### src/rtl/seg7_decoder.sv
// Registered BCD-to-7-segment decoder for one active-low (common-anode) HEX digit.
// Output bit order is {g,f,e,d,c,b,a}; invalid codes 10-15 blank the display.
module seg7_decoder (
  input  logic       clk,
  input  logic       reset,
  input  logic [3:0] bcd,
  output logic [6:0] out
);

  localparam int unsigned SEG_W = 7;
  localparam logic [SEG_W-1:0] SEG_BLANK = 7'h7F;

  logic [SEG_W-1:0] seg_d;
  logic [SEG_W-1:0] seg_q;

  // Digit decode; anything outside 0-9 (including X/Z) falls through to blank.
  always_comb begin
    seg_d = SEG_BLANK;
    case (bcd)
      4'd0:    seg_d = 7'b1000000;
      4'd1:    seg_d = 7'b1111001;
      4'd2:    seg_d = 7'b0100100;
      4'd3:    seg_d = 7'b0110000;
      4'd4:    seg_d = 7'b0011001;
      4'd5:    seg_d = 7'b0010010;
      4'd6:    seg_d = 7'b0000010;
      4'd7:    seg_d = 7'b1111000;
      4'd8:    seg_d = 7'b0000000;
      4'd9:    seg_d = 7'b0010000;
      default: seg_d = SEG_BLANK;
    endcase
  end

  always_ff @(posedge clk) begin
    if (reset) begin
      seg_q <= SEG_BLANK;
    end else begin
      seg_q <= seg_d;
    end
  end

  assign out = seg_q;

endmodule

### config.mk
export PLATFORM = sky130hd
export DESIGN_NAME = seg7_decoder
export DESIGN_NICKNAME = d
export VERILOG_FILES = /design/src/rtl/seg7_decoder.sv
export SDC_FILE = /design/constraint.sdc
export NUM_CORES = 1
export LEC_CHECK = 0
export ABC_AREA = 1
export CAP_MARGIN = 20
export CORE_AREA = 2 2 39 41
export DETAILED_ROUTE_END_ITERATION = 6
export DIE_AREA = 0 0 41 43
export PLACE_DENSITY_LB_ADDON = 0.1
export SYNTH_ARGS = -nofsm -noshare
export SYNTH_HDL_FRONTEND = slang
export SYNTH_SLANG_ARGS = --single-unit
### constraint.sdc
create_clock -name clk -period 1.3 [get_ports clk]
set_clock_uncertainty 0.1 [all_clocks]
set_input_delay 0.195 -clock clk [delete_from_list [all_inputs] [get_ports clk]]
set_output_delay 0.195 -clock clk [all_outputs]
set_load 0.1 [all_outputs]
==> impl_metrics.env, run 1 <==
export IMPL_status="completed"
export IMPL_path_max_fanout=4
export IMPL_ys_warnings_count=0
export IMPL_setup_viol=0
export IMPL_die_y_um=43
export IMPL_portBuffers=12
export IMPL_netlist_instances=44
export IMPL_clk_path_buf_depth=2
export IMPL_grt_util_all_layers_pct=7.948
export IMPL_synth_common_cells="15 x nand2_1, 7 x dfxtp_1, 6 x nand3_1, 5 x ha_1, 5 x inv_1"
export IMPL_grt_max_degree=8
export IMPL_nets=75
export IMPL_cts_buffers=3
export IMPL_p_leak_nw=0.2954
export IMPL_cp_end_kind="flip-flop"
export IMPL_syn_cell_area_um2=344.1
export IMPL_syn_avg_cell_area_um2=7.820
export IMPL_largest_reg_flops=7
export IMPL_num_io_pins=13
export IMPL_min_delay_path_class="input pin to flip-flop"
export IMPL_placed_area_um2=576.8
export IMPL_fin_ws_ns=0.09798
export IMPL_clock_sinks=7
export IMPL_place_gp_congestion=0.7576
export IMPL_die_area_um2=1763
export IMPL_hold_viol_final=0
export IMPL_crit_arrival_ns=1.23
export IMPL_post_place_ws_ns=-0.1487
export IMPL_drt_wl_total_um=543
export IMPL_whs_path_depth=3
export IMPL_timing_hold_ws_ns=0.4986
export IMPL_path_clk_slew_ns=0.05
export IMPL_die_w_um=41
export IMPL_overflow=0
export IMPL_hold_buffers=0
export IMPL_grt_pass1_vias=254
export IMPL_cellPowerDensity_nw_per_um2=1123
export IMPL_ys_ff_latch=7
export IMPL_synth_ff_type="dfxtp_1"
export IMPL_synth_distinct_cells=9
export IMPL_dp_hpwl_um=478.6
export IMPL_worst_slew_pin_slew_ns=0.2595
export IMPL_drc=0
export IMPL_yosysMostFrequentCell="nand2_1"
export IMPL_maxSlewViolCount=0
export IMPL_area_growth_synth_to_final_pct=75.27
export IMPL_fmax_mhz=831.9
export IMPL_htreeDepth=1
export IMPL_hold_end="out[4]$_SDFF_PP1_"
export IMPL_synth_top_cell_area_share_pct=40.73
export IMPL_n_antenna_cell=0
export IMPL_wl_per_cell_um=6.873
export IMPL_slew_headroom_pct=82.65
export IMPL_synth_edff_count=0
export IMPL_viasPerCell=3.772
export IMPL_rows=14
export IMPL_antenna_left=0
export IMPL_multi_input_area_um2=177.7
export IMPL_routed_via_count=298
export IMPL_drive_gt1_share_pct=28.57
export IMPL_postCtsSetupBuffers=0
export IMPL_min_from="bcd[3]"
export IMPL_synth_largest_area_cell="dfxtp_1"
export IMPL_cp_data_required_time_ns=1.33
export IMPL_core_area_um2=1384
export IMPL_worstSetupPathType="input pin to flip-flop"
export IMPL_cap_viol_max_count=0
export IMPL_syn_nets=55
export IMPL_post_route_cell_area_um2=603.1
export IMPL_period_needed_ns=1.202
export IMPL_grt_pass1_wl_um=910
export IMPL_synth_area_leaders="dfxtp_1 41%, ha_1 18%, nand2_1 16%, nand3_1 8.7%, inv_1 5.5%"
export IMPL_cts_tree="built"
export IMPL_antenna_found_initial=0
export IMPL_fill_cells=132
export IMPL_start_util_pct=24.86
export IMPL_dr_pass1_iters=4
export IMPL_critPathLaunchType="input pin"
export IMPL_cts_resized_gates=0
export IMPL_synthArstFlopShare_pct=0
export IMPL_seq_area_frac_synth_pct=40.73
export IMPL_rsz0062_at_grt="false"
export IMPL_dr_first_iter_drc_count=3
export IMPL_clockRootBuffer="clkbuf_4"
export IMPL_regArea_um2=140.1
export IMPL_fin_crit_sh_pct=92.46
export IMPL_ir_drop_v=0.0003033
## cell usage in the layout, fill, tap and decap left out, types with 2 or more instances in the layout
cell,n
buf_12,7
buf_4,3
clkbuf_4,3
clkdlybuf4s50_1,5
dfxtp_1,7
ha_1,5
inv_1,5
inv_2,2
nand2_1,15
nand3_1,6
nor2_2,2
## power breakdown
part	switching (W)	total (W)	internal, W
clock	0.0000691	0.000186	0.000116
sequential	0.0000116	0.000243	0.000231
combinational	0.000156	0.000249	0.0000934
## how the worst max path moves through the flow
stage	cells past startpoint	end	startpoint
3_5_place_dp	6	out[3]$_SDFF_PP1_	bcd[0]
3_3_place_gp	6	out[3]$_SDFF_PP1_	bcd[0]
2_1_floorplan	0	out[0]	out[0]$_SDFF_PP1_
5_1_grt	6	out[3]$_SDFF_PP1_	bcd[0]
4_1_cts	6	out[3]$_SDFF_PP1_	bcd[0]
6_report	6	out[3]$_SDFF_PP1_	bcd[0]
## area by class of cell
cell class	instances	share of cell area, %
clock buffer	4	4.357
multi-input combinational	30	29.46
inverter	7	4.357
tap	16	3.320
sequential	7	23.24
timing repair buffer	15	35.27
## worst max-delay path, cell delays in order
cell	delay (ns)
clkdlybuf4s50_1	0.47
inv_1	0.08
ha_1	0.28
nand2_1	0.06
nand3_1	0.09
nand2_1	0.05
## through the flow
step	power, W	TNS [ns]	cells	utilization [%]
6_report	0.0006775	0	79	43.58
5_1_grt	0.0007110	0	79	43.58
4_1_cts	0.0006867	0	79	43.58
3_5_place_dp	0.0004978	-0.7035	75	41.68
3_3_place_gp	0.0004982	-0.7165	75	41.68
2_1_floorplan	0.0003914	0	44	-
## cell families after synthesis
logic type	Yosys count	share of synthesized area, %
AO/OA/AOI/OAI	1	1.453
adder cells (fa/ha/maj)	5	18.18
buffers and inverters	7	7.638
flip-flops	7	40.73
AND/OR/NAND/NOR	24	32.00
## metal layers
metal  part of all wire (%)  wire length (µm)  global-route usage [%]  vias up
li1                       -                 -                       -      173
met1                     41               225                   8.414      114
met2                     50               271                   11.88       11
met3                    8.3                45                   1.571        0
met4                      0                 0                   8.000        0
met5                      0                 0                       0        -
Power figures use the tool's default switching activity.
==> run 2: changes to the inputs <==
GPL_TIMING_DRIVEN = 0   (was default)
REMOVE_ABC_BUFFERS = 1   (was default)
==> impl_metrics.env, run 2 (synthesis results as in run 1) <==
export IMPL_grt_util_all_layers_pct=8.726
export IMPL_drc=0
export IMPL_grt_pass1_vias=268
export IMPL_hold_viol_final=0
export IMPL_critPathBufInv=1
export IMPL_final_common_cell="nand2_1"
export IMPL_p_leak_nw=0.2428
export IMPL_n_antenna_cell=0
export IMPL_htreeDepth=1
export IMPL_rsz0062_at_grt="false"
export IMPL_num_io_pins=13
export IMPL_start_util_pct=24.86
export IMPL_cpLargestDelayFamily="buffers and inverters"
export IMPL_die_w_um=41
export IMPL_hold_buffers=0
export IMPL_area_growth_synth_to_final_pct=39.27
export IMPL_p_total_w=0.0006144
export IMPL_rows=14
export IMPL_post_route_cell_area_um2=479.2
export IMPL_cp_depth=1
export IMPL_final_cell_mix="15 x nand2_1, 7 x dfxtp_1, 6 x nand3_1, 6 x buf_2, 5 x ha_1"
export IMPL_wl_per_cell_um=7.395
export IMPL_cp_end_kind="output pin"
export IMPL_clock_sinks=7
export IMPL_cp_data_required_time_ns=1.00
export IMPL_cts_buffers=3
export IMPL_cts_tree="built"
export IMPL_drt_wl_total_um=562
export IMPL_path_max_fanout=1
export IMPL_core_area_um2=1384
export IMPL_cellPowerDensity_nw_per_um2=1282
export IMPL_overflow=0
export IMPL_grt_pass1_wl_um=1007
export IMPL_fmax_mhz=800.6
export IMPL_whs_path_depth=5
export IMPL_setup_viol=0
export IMPL_postCtsSetupBuffers=0
export IMPL_cap_viol_max_count=0
export IMPL_die_y_um=43
export IMPL_grt_max_degree=8
export IMPL_fin_crit_sh_pct=96.08
export IMPL_viasPerCell=3.763
export IMPL_status="completed"
export IMPL_cp_slowest_cell="buf_2"
export IMPL_cp_slowest_stage_delay_ns=0.41
export IMPL_nets=72
export IMPL_crit_arrival_ns=0.95
export IMPL_drive_gt1_share_pct=26.67
export IMPL_worst_slew_pin_slew_ns=0.4851
export IMPL_routed_via_count=286
export IMPL_worstSetupPathType="flip-flop to output pin"
export IMPL_clockRootBuffer="clkbuf_4"
export IMPL_dp_hpwl_um=466.2
export IMPL_slew_headroom_pct=67.88
export IMPL_path_cells="buf_2"
export IMPL_period_needed_ns=1.249
export IMPL_place_gp_congestion=0.7519
export IMPL_largest_reg_flops=7
export IMPL_portBuffers=12
export IMPL_antenna_left=0
export IMPL_ir_drop_v=0.0002456
export IMPL_path_clk_slew_ns=0.05
export IMPL_antenna_found_initial=0
export IMPL_dr_pass1_iters=2
export IMPL_critPathLaunchType="flip-flop"
export IMPL_placed_area_um2=484.2
export IMPL_maxSlewViolCount=0
export IMPL_dr_first_iter_drc_count=4
export IMPL_min_delay_path_class="input pin to flip-flop"
export IMPL_clk_path_buf_depth=2
export IMPL_die_area_um2=1763
-- run 2: cell type report --
type	instances	area (µm²)
Sequential cell	7	140.1
Multi-Input combinational cell	30	177.7
Timing Repair Buffer	12	88.84
Clock buffer	4	26.28
Tap cell	16	20.02
Inverter	7	26.28
Fill cell	171	904.6
-- run 2: worst paths after layout --
check / from / end / slack, ns
worst max-delay path: out[4]$_SDFF_PP1_ / out[4] / 0.05
worst min-delay path: bcd[0] / out[4]$_SDFF_PP1_ / 0.29
-- run 2: power breakdown --
part | internal, W | switching, W | total, W | leakage (nW)
sequential | 0.000230 | 0.00000259 | 0.000233 | 0.0584
combinational | 0.0000401 | 0.000156 | 0.000196 | 0.169
clock | 0.000116 | 0.0000689 | 0.000185 | 0.0150
total | 0.000387 | 0.000227 | 0.000614 | 0.243
-- run 2: per-layer routing --
metal | share of wire (%) | global-route usage (%) | up-vias | wire [µm]
li1 | - | - | 166 | -
met1 | 43 | 8.974 | 109 | 241
met2 | 47 | 12.81 | 11 | 262
met3 | 10 | 1.571 | 0 | 58
met4 | 0 | 10.00 | 0 | 0
met5 | 0 | 0 | - | 0
-- run 2: stage by stage --
| step | utilization (%) | hold slack [ns] | instances | TNS [ns] | setup WS, ns |
|---|---|---|---|---|---|
| after floorplan | - | 0.1834 | 44 | 0 | 0.09602 |
| after global placement | 34.99 | 0.7412 | 72 | -4.042 | -0.4033 |
| after detailed placement | 34.99 | 0.7468 | 72 | -4.067 | -0.4042 |
| after CTS | 34.27 | 0.3865 | 76 | 0 | 0.01397 |
| after global routing | 34.63 | 0.3361 | 76 | 0 | 0.006007 |
| final | 34.63 | 0.2946 | 76 | 0 | 0.05100 |
-- run 2: repair_timing --
| action | in CTS | in global routing |
|---|---|---|
| endpoints found under the setup margin | 8 | 3 |
| hold endpoints to repair | 0 | 0 |
| resized for setup | 36 | 3 |
